===== src/rtl/mac_pkg.sv =====
// Shared definitions for the serial MAC tag generator and verifier.
package mac_pkg;
  localparam int unsigned WORD_W = 32;
  localparam int unsigned IDX_W  = 5;

  typedef enum logic [1:0] {
    IDLE,
    RUN,
    DONE
  } state_t;
endpackage


===== src/rtl/mac_tag_bit.sv =====
// One bit of the serial MAC tag equation. The generator instantiates the same
// cell, so both ends of the link compute each bit identically.
module mac_tag_bit (
  input  logic x_i,
  input  logic x_im1,
  input  logic r_i,
  input  logic r_im1,
  input  logic x0r0,
  input  logic p,
  output logic y_i
);

  // Key-pair, data-pair and prefix terms on top of the bit-0 product.
  always_comb begin
    y_i = x0r0 ^ (r_i & r_im1) ^ (x_i & x_im1) ^ p;
  end

endmodule


===== src/rtl/mac_tag_verify.sv =====
// Receive-side MAC tag check: recomputes the tag one bit per clock, compares
// it against the received tag and reports match, first bad bit and bad-bit count.
module mac_tag_verify
  import mac_pkg::*;
#(
  parameter int unsigned WIDTH = WORD_W
) (
  input  logic             clk,
  input  logic             reset,
  input  logic             start,
  input  logic [WIDTH-1:0] x,
  input  logic [WIDTH-1:0] r,
  input  logic [WIDTH-1:0] tag,
  output logic             busy,
  output logic             done,
  output logic             match,
  output logic [WIDTH-1:0] y,
  output logic [4:0]       first_err,
  output logic [5:0]       err_count
);

  state_t           state, state_nx;
  logic [WIDTH-1:0] x_q, r_q, tag_q;
  logic [IDX_W-1:0] idx;
  logic             p_q;
  logic             seen_q;
  logic             accept;
  logic             last_bit;
  logic             x_im1, r_im1;
  logic             y_bit;
  logic             err_bit;
  logic [5:0]       err_count_nx;

  // Handshake and per-bit decode; bit -1 is treated as 0.
  always_comb begin
    accept       = (state == IDLE) && start;
    last_bit     = (idx == IDX_W'(WIDTH - 1));
    x_im1        = 1'b0;
    r_im1        = 1'b0;
    if (idx != '0) begin
      x_im1 = x_q[idx - 1'b1];
      r_im1 = r_q[idx - 1'b1];
    end
    err_bit      = y_bit ^ tag_q[idx];
    err_count_nx = err_count + 6'(err_bit);
  end

  mac_tag_bit u_bit (
    .x_i   (x_q[idx]),
    .x_im1 (x_im1),
    .r_i   (r_q[idx]),
    .r_im1 (r_im1),
    .x0r0  (x_q[0] & r_q[0]),
    .p     (p_q),
    .y_i   (y_bit)
  );

  // Next-state logic: one word per pass through IDLE -> RUN -> DONE.
  always_comb begin
    state_nx = state;
    case (state)
      IDLE:    if (start) state_nx = RUN;
      RUN:     if (last_bit) state_nx = DONE;
      DONE:    state_nx = IDLE;
      default: state_nx = IDLE;
    endcase
  end

  // State register.
  always_ff @(posedge clk or posedge reset) begin
    if (reset) state <= IDLE;
    else       state <= state_nx;
  end

  // Operand capture, serial datapath and registered results.
  // match is resolved on the last RUN edge (using the count including bit 31)
  // so it is valid in the same cycle as the done pulse.
  always_ff @(posedge clk or posedge reset) begin
    if (reset) begin
      busy      <= 1'b0;
      done      <= 1'b0;
      match     <= 1'b0;
      y         <= '0;
      first_err <= '0;
      err_count <= '0;
      x_q       <= '0;
      r_q       <= '0;
      tag_q     <= '0;
      idx       <= '0;
      p_q       <= 1'b0;
      seen_q    <= 1'b0;
    end else begin
      busy <= (state_nx != IDLE);
      done <= (state_nx == DONE);
      if (accept) begin
        x_q       <= x;
        r_q       <= r;
        tag_q     <= tag;
        idx       <= '0;
        p_q       <= 1'b0;
        seen_q    <= 1'b0;
        y         <= '0;
        err_count <= '0;
        first_err <= '0;
        match     <= 1'b0;
      end else if (state == RUN) begin
        y[idx] <= y_bit;
        if (err_bit) begin
          err_count <= err_count_nx;
          if (!seen_q) begin
            first_err <= idx;
            seen_q    <= 1'b1;
          end
        end
        if (idx != '0) p_q <= p_q ^ (x_q[idx] & r_q[idx]);
        idx <= idx + 1'b1;
        if (last_bit) match <= (err_count_nx == '0);
      end
    end
  end

endmodule

===== config.mk =====
export PLATFORM = sky130hd
export DESIGN_NAME = mac_tag_verify
export DESIGN_NICKNAME = d
export VERILOG_FILES = /design/src/rtl/mac_pkg.sv /design/src/rtl/mac_tag_bit.sv /design/src/rtl/mac_tag_verify.sv
export SDC_FILE = /design/constraint.sdc
export NUM_CORES = 1
export LEC_CHECK = 0
export ABC_AREA = 0
export CAP_MARGIN = 20
export CORE_MARGIN = 10
export CORE_UTILIZATION = 35
export CTS_CLUSTER_DIAMETER = 40
export DETAILED_ROUTE_END_ITERATION = 10
export PLACE_DENSITY = 0.54
export REMOVE_ABC_BUFFERS = 1
export SKIP_CTS_REPAIR_TIMING = 1
export SLEW_MARGIN = 10
export SYNTH_ARGS = -nofsm -noshare
export SYNTH_HDL_FRONTEND = slang
export SYNTH_SLANG_ARGS = --single-unit
export TNS_END_PERCENT = 10

===== constraint.sdc =====
create_clock -name clk -period 11.7 [get_ports clk]
set_input_delay 1.755 -clock clk [delete_from_list [all_inputs] [get_ports clk]]
set_output_delay 1.755 -clock clk [all_outputs]
set_load 0.02 [all_outputs]

==> flow_summary.yaml, run 1 <==
timing:
  setup_tns_ns: 0
  hold_ws_ns: 0.470
  final.min_clock_period_ns: 5.02
  grt_setup_unrepaired: "no"
  max_freq_ghz: 0.199
  worst_slack_ns: 6.68
  final-max-slew-violation-count: 0
  worst-slew-pin-transition_ns: 0.945
  setup_viol: 0
  relSlewSlack: 0.370
  skew_ns: 0.00875
  final-hold-violation-count: 0
  post-route-period-util: 0.429
status:
  outcome: "complete, no violations"
die:
  fp.dieArea_mm2: 0.0290
  ios: 145
  core-area_mm2: 0.0220
  initial_core_util: 0.359
  die_h_um: 170
  rows: 54
  die_w_um: 170
logic_synthesis:
  netlist_instances: 842
  ys.flop_type: "dfrtp_1"
  yosysWarnings: 0
  synth_edf_count: 0
  synthDistinctLibCells: 69
  synth_seq_cells: 151
  synthArstFlopShare: 1.00
  ys_seq_area_frac: 0.478
  syn-cell-area_mm2: 0.00791
  synth.avg_cell_area_um2: 9.39
final_layout:
  layout_common_cells: "nand2_1, dfrtp_1, clkdlybuf4s50_1"
  fillCellCount: 2167
  drive_above_1_share: 0.0924
  fin_area_mm2: 0.0101
  nets: 1068
  layout_commonest_cell: "nand2_1"
  antennaDiodeCount: 0
  synthToLayoutAreaGrowth_pct: 28.0
setup_path:
  crit_top_cell: "ha_1"
  cp-start-kind: "flip-flop"
  cp_top_family: "simple AND/OR/NAND/NOR gates"
  crit_start: "idx[1]"
  rr_endpoint: "match"
  slowest_delay_ns: 0.96
  r2r_cells: 17
  endpoint: "match"
  crit_slowest_cell: "ha_1"
  path_cells: "buf_4 -> inv_1 -> ha_1 -> mux4_2 -> nand2_1 -> a21oi_1 -> nor4_1 -> nor3_2 -> xor2_2 -> nand3_1 -> nand2_1 -> ha_1 -> ha_1 -> and2b_1 -> nor4b_1 -> a22oi_1 -> nor2_1"
  r2r_slack_ns: 6.68
  crit_path_max_fanout: 33
  path_class: "flip-flop to flip-flop"
  critical_path_arrival_ns: 5.37
  path_buf_inv: 2
  crit_required_ns: 12.05
  reg2reg_from: "idx[1]"
  end_kind: "flip-flop"
  worst-path-stages: 17
grt:
  grt_max_degree: 106
  grtUsageTotal: 0.160
  grt_pass1_wl_um: 37000
  antenna_found_initial: 0
  grt-ovfl-total: 0
  grt_pass1_vias: 6644
routing:
  postRouteAntennaNets: 0
  via_count: 6387
  drtIter0Drc: 361
  post-route-drc-count: 0
  totalWireLength_um: 22800
  dr.pass1.iters: 5
  viasPerCell: 5.09
  wl_per_cell_um: 18.2
pwr:
  p_clk_frac: 0.172
  power.total_uw: 3120
  power.leakage_uw: 0.00459
  seqPwrFrac: 0.300
  ir_drop_mv: 0.189
  netSwitchingFraction: 0.428
  p_per_area_mw_per_mm2: 308
  intPower_uw: 1780
  p_sw_uw: 1330
  p_comb_frac: 0.528
job:
  drv_cap: 0
clock_network:
  h-tree-depth: 4
  clock_path_buffers: 2
  clock-sinks: 151
  cts_tree: "built"
  clock_latency_ns: 0.42
  clk_pin_slew_ns: 0.06
  cts_buffers: 17
  cts-root-buf: "clkbuf_16"
place:
  io_buffer_count: 144
  dp_hpwl_um: 16100
  dp_slack_ns: 6.73
  routabilityCongestion: 0.827
  post_dp_cell_area_mm2: 0.00950
min_path:
  hold_class: "flip-flop to flip-flop"
## power by group through the flow
stage	combinational (µW)	sequential (µW)	clock (µW)
after global routing	1830	967	569
after CTS	1650	938	546
after floorplan	1090	980	0
final	1650	935	535
after global placement	1630	946	0
after detailed placement	1640	945	0
## final cells by class
class,count,area (µm²),area share
Timing Repair Buffer,153,1540,0.152
Clock buffer,20,457,0.0451
Multi-Input combinational cell,628,3830,0.379
Sequential cell,151,3780,0.373
Clock inverter,12,118,0.0116
Tap cell,280,350,0.0346
Inverter,10,42.5,0.00420
## cell usage after synthesis, types with 3 or more instances
| master | instances | area share |
|---|---|---|
| xnor2_1 | 9 | 0.010 |
| a21oi_1 | 33 | 0.021 |
| buf_4 | 5 | 0.0047 |
| mux4_2 | 21 | 0.060 |
| ha_1 | 8 | 0.013 |
| clkbuf_1 | 33 | 0.016 |
| and2b_1 | 3 | 0.0028 |
| a22oi_1 | 3 | 0.0028 |
| mux2i_1 | 16 | 0.020 |
| buf_6 | 4 | 0.0057 |
| nor4_1 | 3 | 0.0024 |
| buf_1 | 3 | 0.0014 |
| nor3_1 | 9 | 0.0057 |
| mux4_1 | 10 | 0.033 |
| nand2_1 | 322 | 0.15 |
| a22o_1 | 5 | 0.0055 |
| mux2_2 | 5 | 0.0071 |
| buf_2 | 7 | 0.0044 |
| nor2b_1 | 6 | 0.0047 |
| o22ai_1 | 14 | 0.011 |
| inv_1 | 8 | 0.0038 |
| nand2b_1 | 4 | 0.0032 |
| nor2_1 | 15 | 0.0071 |
| dfrtp_1 | 151 | 0.48 |
| nand3_1 | 19 | 0.012 |
| o21ai_0 | 72 | 0.046 |
| and3_1 | 3 | 0.0024 |
## layer usage
layer  global-route usage  routed length [µm]  vias up  part of all wire
li1                     -                   -     3137                 -
met1                0.212               10800     3108              0.47
met2                0.251               10700      127              0.47
met3               0.0477                1090       15             0.048
met4               0.0385                 266        0             0.012
met5                    0                   0        -                 0
## sequential cells by signal, summed over array words and instances, names as in the netlist
name,flops
r_q,32
p_q,1
idx,5
seen_q,1
state,2
tag_q,32
match,1
err_count,6
x_q,32
first_err,5
y,32
busy,1
done,1
## worst min path at each step
stage | cells after the start | slack, ns | end | startpoint
3_3_place_gp | 2 | 0.45 | tag_q[26] | tag_q[26]
6_report | 2 | 0.47 | tag_q[10] | tag_q[10]
2_1_floorplan | 2 | 0.44 | tag_q[10] | tag_q[10]
4_1_cts | 2 | 0.47 | tag_q[10] | tag_q[10]
3_5_place_dp | 2 | 0.46 | tag_q[10] | tag_q[10]
5_1_grt | 2 | 0.48 | tag_q[23] | tag_q[23]
## stage by stage
stage,instances,utilization
floorplan,789,-
finish,1254,0.460
global placement,1220,0.431
global route,1254,0.460
CTS,1252,0.457
detailed placement,1220,0.431
## kinds of logic (layout without fill, tap and decap cells)
| kind of cell | Yosys count | in the layout | synth area share |
|---|---|---|---|
| muxes | 54 | 54 | 0.125 |
| DFF | 151 | 151 | 0.478 |
| buffers and inverters | 63 | 195 | 0.0386 |
| AOI/OAI and AO/OA | 150 | 150 | 0.116 |
| adders and majority gates | 8 | 8 | 0.0127 |
| and+or+nand+nor | 404 | 404 | 0.216 |
| xor gates and xnor gates | 12 | 12 | 0.0142 |
## worst reg2reg max path, cell delays in order, from the launching register on
cell     delay (ns)
dfrtp_1        0.32
buf_4          0.43
inv_1          0.21
ha_1           0.96
mux4_2         0.42
nand2_1        0.08
a21oi_1        0.06
nor4_1         0.47
nor3_2         0.17
xor2_2         0.35
nand3_1        0.21
nand2_1        0.13
ha_1           0.19
ha_1           0.23
and2b_1        0.21
nor4b_1        0.31
a22oi_1        0.11
nor2_1         0.09
(Power assumes the default switching activity.)
==> inputs of run 2 (changes only) <==
--- a/config.mk
+++ b/config.mk
@@ -11,7 +11,7 @@
 export CORE_UTILIZATION = 35
 export CTS_CLUSTER_DIAMETER = 40
 export DETAILED_ROUTE_END_ITERATION = 10
-export PLACE_DENSITY = 0.54
+export PLACE_DENSITY = 0.56
 export REMOVE_ABC_BUFFERS = 1
 export SKIP_CTS_REPAIR_TIMING = 1
 export SLEW_MARGIN = 10
==> constraint.sdc (replaced) <==
create_clock -name clk -period 4.4 [get_ports clk]
set_input_delay 0.66 -clock clk [delete_from_list [all_inputs] [get_ports clk]]
set_output_delay 0.66 -clock clk [all_outputs]
set_load 0.02 [all_outputs]
==> run 2 against run 1 <==
Final cell count rose by 0.80%. Maximum frequency rose by 28%. Final area is 0.79% higher. First-iteration DRC count increased by 17%. Routed wire length decreased by 1.7%. Critical path depth did not move. Die area unchanged. Via count is 0.78% higher. Sequential power rose to 2.6 times the previous value. Non-clock buffer count up 10.
==> flow_summary.yaml, run 2 (same netlist as run 1, synthesis figures left out) <==
grt:
  grt_pass1_vias: 6630
  grt-ovfl-total: 0
  grtUsageTotal: 0.159
  grt_max_degree: 74
  antenna_found_initial: 0
  grt_pass1_wl_um: 36400
final_layout:
  layout_commonest_cell: "nand2_1"
  synthToLayoutAreaGrowth_pct: 29.0
  fillCellCount: 2150
  fin_area_mm2: 0.0102
  regArea_mm2: 0.00378
  drive_above_1_share: 0.0986
  antennaDiodeCount: 0
  final_cells: 1264
  nets: 1078
  layout_common_cells: "nand2_1, dfrtp_1, clkdlybuf4s50_1"
  multi_input_area_mm2: 0.00383
place:
  post_dp_cell_area_mm2: 0.00964
  dp_cells: 1232
  dp_slack_ns: 0.493
  io_buffer_count: 144
  dp_hpwl_um: 16200
  routabilityCongestion: 0.812
pwr:
  power.total_uw: 8360
  power.leakage_uw: 0.00464
  p_per_area_mw_per_mm2: 819
  ir_drop_mv: 0.431
min_path:
  holdPathStages: 2
  hold_start: "tag_q[16]"
  hold_class: "flip-flop to flip-flop"
  holdPathEnd: "tag_q[16]"
clock_network:
  h-tree-depth: 4
  cts-root-buf: "clkbuf_16"
  clock-sinks: 151
  cts_buffers: 17
  clock_path_buffers: 2
  clk_pin_slew_ns: 0.06
  cts_tree: "built"
  clock_latency_ns: 0.43
routing:
  postRouteAntennaNets: 0
  wl_per_cell_um: 17.8
  post-route-drc-count: 0
  dr.pass1.iters: 7
  totalWireLength_um: 22400
  viasPerCell: 5.09
  via_count: 6437
  drtIter0Drc: 422
die:
  rows: 54
  ios: 145
  fp.dieArea_mm2: 0.0290
  initial_core_util: 0.359
  die_w_um: 170
  die_h_um: 170
  core-area_mm2: 0.0220
setup_path:
  path_class: "flip-flop to flip-flop"
  r2r_cells: 17
  crit_required_ns: 4.76
  reg2reg_from: "idx[0]"
  cp-start-kind: "flip-flop"
  end_kind: "flip-flop"
  crit_path_max_fanout: 20
  rr_endpoint: "match"
  r2r_slack_ns: 0.47
  critical_path_arrival_ns: 4.29
timing:
  relSlewSlack: 0.527
  setup_viol: 0
  skew_ns: 0.0105
  worst_slack_ns: 0.468
  final.min_clock_period_ns: 3.93
  final-hold-violation-count: 0
  hold_ws_ns: 0.471
  grt_setup_unrepaired: "no"
  max_freq_ghz: 0.254
  worst-slew-pin-transition_ns: 0.709
  final-max-slew-violation-count: 0
  post-route-period-util: 0.894
status:
  outcome: "complete, no violations"
job:
  drv_cap: 0
## run 2: changes by cell type in the layout (fill, tap and decap cells not counted), sizes merged
cell,previous run,this run
inv,13,11
clkbuf,20,21
bufinv,1,2
buf,9,19
## run 2: per-stage QoR
step           TNS (ns)  utilization
6_report              0        0.463
5_1_grt               0        0.463
4_1_cts               0        0.463
3_5_place_dp          0        0.438
3_3_place_gp          0        0.436
2_1_floorplan    -60.69            -
## run 2: worst max path at each step
stage	from	to	cells past startpoint
after floorplan	idx[0]	match	17
after global placement	idx[0]	match	17
after detailed placement	idx[0]	match	17
after CTS	idx[0]	match	17
after global routing	idx[0]	match	17
final	idx[0]	match	17
## run 2: final cells by class
| class | instances | area share |
|---|---|---|
| Clock buffer | 21 | 0.0432 |
| Clock inverter | 11 | 0.0124 |
| Inverter | 10 | 0.00417 |
| Multi-Input combinational cell | 628 | 0.376 |
| Sequential cell | 151 | 0.370 |
| Tap cell | 280 | 0.0343 |
| Timing Repair Buffer | 163 | 0.160 |
## run 2: routing by layer
metal	GRT usage	routed length, µm
met1	0.210	10400
met2	0.250	10700
met3	0.0407	1120
met4	0.0496	248
met5	0	0
## run 2: report_power, final
part | total (µW) | internal, µW | switching [µW]
Combinational | 4470 | 2000 | 2470
Sequential | 2460 | 2000 | 463
Clock | 1430 | 836 | 591
## run 2: critical path, stage by stage, from the launching register on
cell and delay, ns:
dfrtp_2 0.38, inv_1 0.06, ha_1 0.29, buf_4 0.30, mux2i_1 0.12, mux2_2 0.28
o22ai_1 0.18, o22a_1 0.22, nor3b_4 0.26, xor2_2 0.32, nand3_1 0.21, nand2_1 0.15
ha_1 0.19, ha_1 0.22, and2b_1 0.20, nor4b_1 0.26, a22oi_1 0.11, nor2_1 0.10
==> inputs of run 3 (changes only) <==
--- a/config.mk
+++ b/config.mk
@@ -8,10 +8,10 @@
 export ABC_AREA = 0
 export CAP_MARGIN = 20
 export CORE_MARGIN = 10
-export CORE_UTILIZATION = 35
+export CORE_UTILIZATION = 48
 export CTS_CLUSTER_DIAMETER = 40
 export DETAILED_ROUTE_END_ITERATION = 10
-export PLACE_DENSITY = 0.56
+export PLACE_DENSITY = 0.74
 export REMOVE_ABC_BUFFERS = 1
 export SKIP_CTS_REPAIR_TIMING = 1
 export SLEW_MARGIN = 10
==> run 3 against run 2 <==
Sequential cell count unchanged. Critical path type unchanged. Worst hold slack improved by 0.0027 ns. Routed wire length decreased by 1.8%. Non-clock buffer count decreased by 1. Largest power group unchanged. Highest routed layer unchanged.
==> flow_summary.yaml, run 3 (same netlist as run 1, synthesis figures left out) <==
grt:
  grt_pass1_wl_um: 36000
  grtUsageMet3: 0.0513
  antenna_found_initial: 0
  grt_pass1_vias: 6827
  grt_util_met2: 0.329
  grtUsageTotal: 0.204
  grt_util_met1: 0.262
  grt_max_degree: 106
  grt-ovfl-total: 0
  grt.busiest_layer: "met2"
clock_network:
  clock-sinks: 151
  cts_buffers: 17
  clock_latency_ns: 0.44
  cts_tree: "built"
  clock_path_buffers: 2
  h-tree-depth: 4
  clk_pin_slew_ns: 0.06
  cts-root-buf: "clkbuf_16"
place:
  dp_hpwl_um: 15400
  dp_cells: 1166
  io_buffer_count: 144
  dp_slack_ns: 0.525
  routabilityCongestion: 0.851
setup_path:
  crit_path_max_fanout: 20
  crit_required_ns: 4.76
  critical_path_arrival_ns: 4.29
  path_class: "flip-flop to flip-flop"
  end_kind: "flip-flop"
  cp-start-kind: "flip-flop"
pwr:
  p_per_area_mw_per_mm2: 842
  seqPwrFrac: 0.290
  intPower_uw: 5010
  power.leakage_uw: 0.00468
  p_clk_frac: 0.191
  p_sw_uw: 3580
  p_comb_frac: 0.520
  ir_drop_mv: 0.492
  netSwitchingFraction: 0.417
routing:
  wl_per_cell_um: 18.4
  postRouteAntennaNets: 0
  dr.pass1.iters: 5
  drtIter0Drc: 694
  totalWireLength_um: 22000
  post-route-drc-count: 0
  viasPerCell: 5.63
  via_count: 6756
die:
  die_h_um: 148
  fp.dieArea_mm2: 0.0220
  die_w_um: 148
  initial_core_util: 0.494
  ios: 145
  rows: 46
  core-area_mm2: 0.0160
timing:
  max_freq_ghz: 0.255
  final-hold-violation-count: 0
  final.min_clock_period_ns: 3.93
  post-route-period-util: 0.893
  skew_ns: 0.0152
  worst-slew-pin-transition_ns: 0.908
  relSlewSlack: 0.395
  worst_slack_ns: 0.473
  setup_viol: 0
  grt_setup_unrepaired: "no"
  final-max-slew-violation-count: 0
final_layout:
  synthToLayoutAreaGrowth_pct: 29.0
  final_cells: 1199
  drive_above_1_share: 0.101
  layout_commonest_cell: "nand2_1"
  nets: 1077
  fillCellCount: 1374
  layout_common_cells: "nand2_1, dfrtp_1, clkdlybuf4s50_1"
  antennaDiodeCount: 0
job:
  drv_cap: 0
min_path:
  hold_class: "flip-flop to flip-flop"
status:
  outcome: "complete, no violations"
[run 3: area by class of cell]
class | count | area, µm² | area share
sequential | 151 | 3780 | 0.370
timing repair buffer | 162 | 1610 | 0.158
multi-input combinational | 628 | 3830 | 0.376
tap | 216 | 270 | 0.0265
clock inverter | 13 | 218 | 0.0213
inverter | 10 | 42.5 | 0.00417
clock buffer | 19 | 443 | 0.0434
[run 3: worst paths after layout]
check	slack (ns)	depth (start not counted)	from	endpoint
max	0.47	17	idx[0]	match
min	0.47	2	tag_q[27]	tag_q[27]
max reg2reg	0.47	17	idx[0]	match
min reg2reg	0.47	2	tag_q[27]	tag_q[27]
max in group asynchronous	2.86	3	reset	x_q[20]
min in group asynchronous	0.76	2	reset	r_q[19]
[run 3: worst max-delay path, cell delays in order (launching register included)]
cell     delay [ns]
dfrtp_2        0.40
inv_1          0.06
ha_1           0.29
buf_4          0.30
mux2i_1        0.12
mux2_2         0.28
o22ai_1        0.20
o22a_1         0.22
nor3b_4        0.26
xor2_2         0.31
nand3_1        0.19
nand2_1        0.13
ha_1           0.19
ha_1           0.22
and2b_1        0.21
nor4b_1        0.25
a22oi_1        0.11
nor2_1         0.09
[run 3: power groups by stage]
stage / clock network, µW / registers, µW / logic, µW
5_1_grt: 1720 / 2560 / 4910
6_report: 1640 / 2490 / 4460
2_1_floorplan: 0 / 2610 / 2890
3_5_place_dp: 0 / 2500 / 4420
3_3_place_gp: 0 / 2480 / 4340
4_1_cts: 1650 / 2480 / 4450
[run 3: through the flow]
step | instance area, µm² | util | hold slack (ns) | setup TNS [ns] | power (µW)
after floorplan | 7640 | - | 0.440 | -60.69 | 5500
after global placement | 9520 | 0.595 | 0.453 | 0 | 6820
after detailed placement | 9520 | 0.595 | 0.462 | 0 | 6920
after CTS | 10200 | 0.636 | 0.478 | 0 | 8580
after global routing | 10200 | 0.638 | 0.494 | 0 | 9200
final | 10200 | 0.638 | 0.474 | 0 | 8590
[run 3: metal layers]
layer,part of all wire,routed length [µm],up-vias
met5,0,0,-
met1,0.43,9450,3328
met2,0.49,10700,233
li1,-,-,3159
met3,0.067,1480,36
met4,0.019,415,0
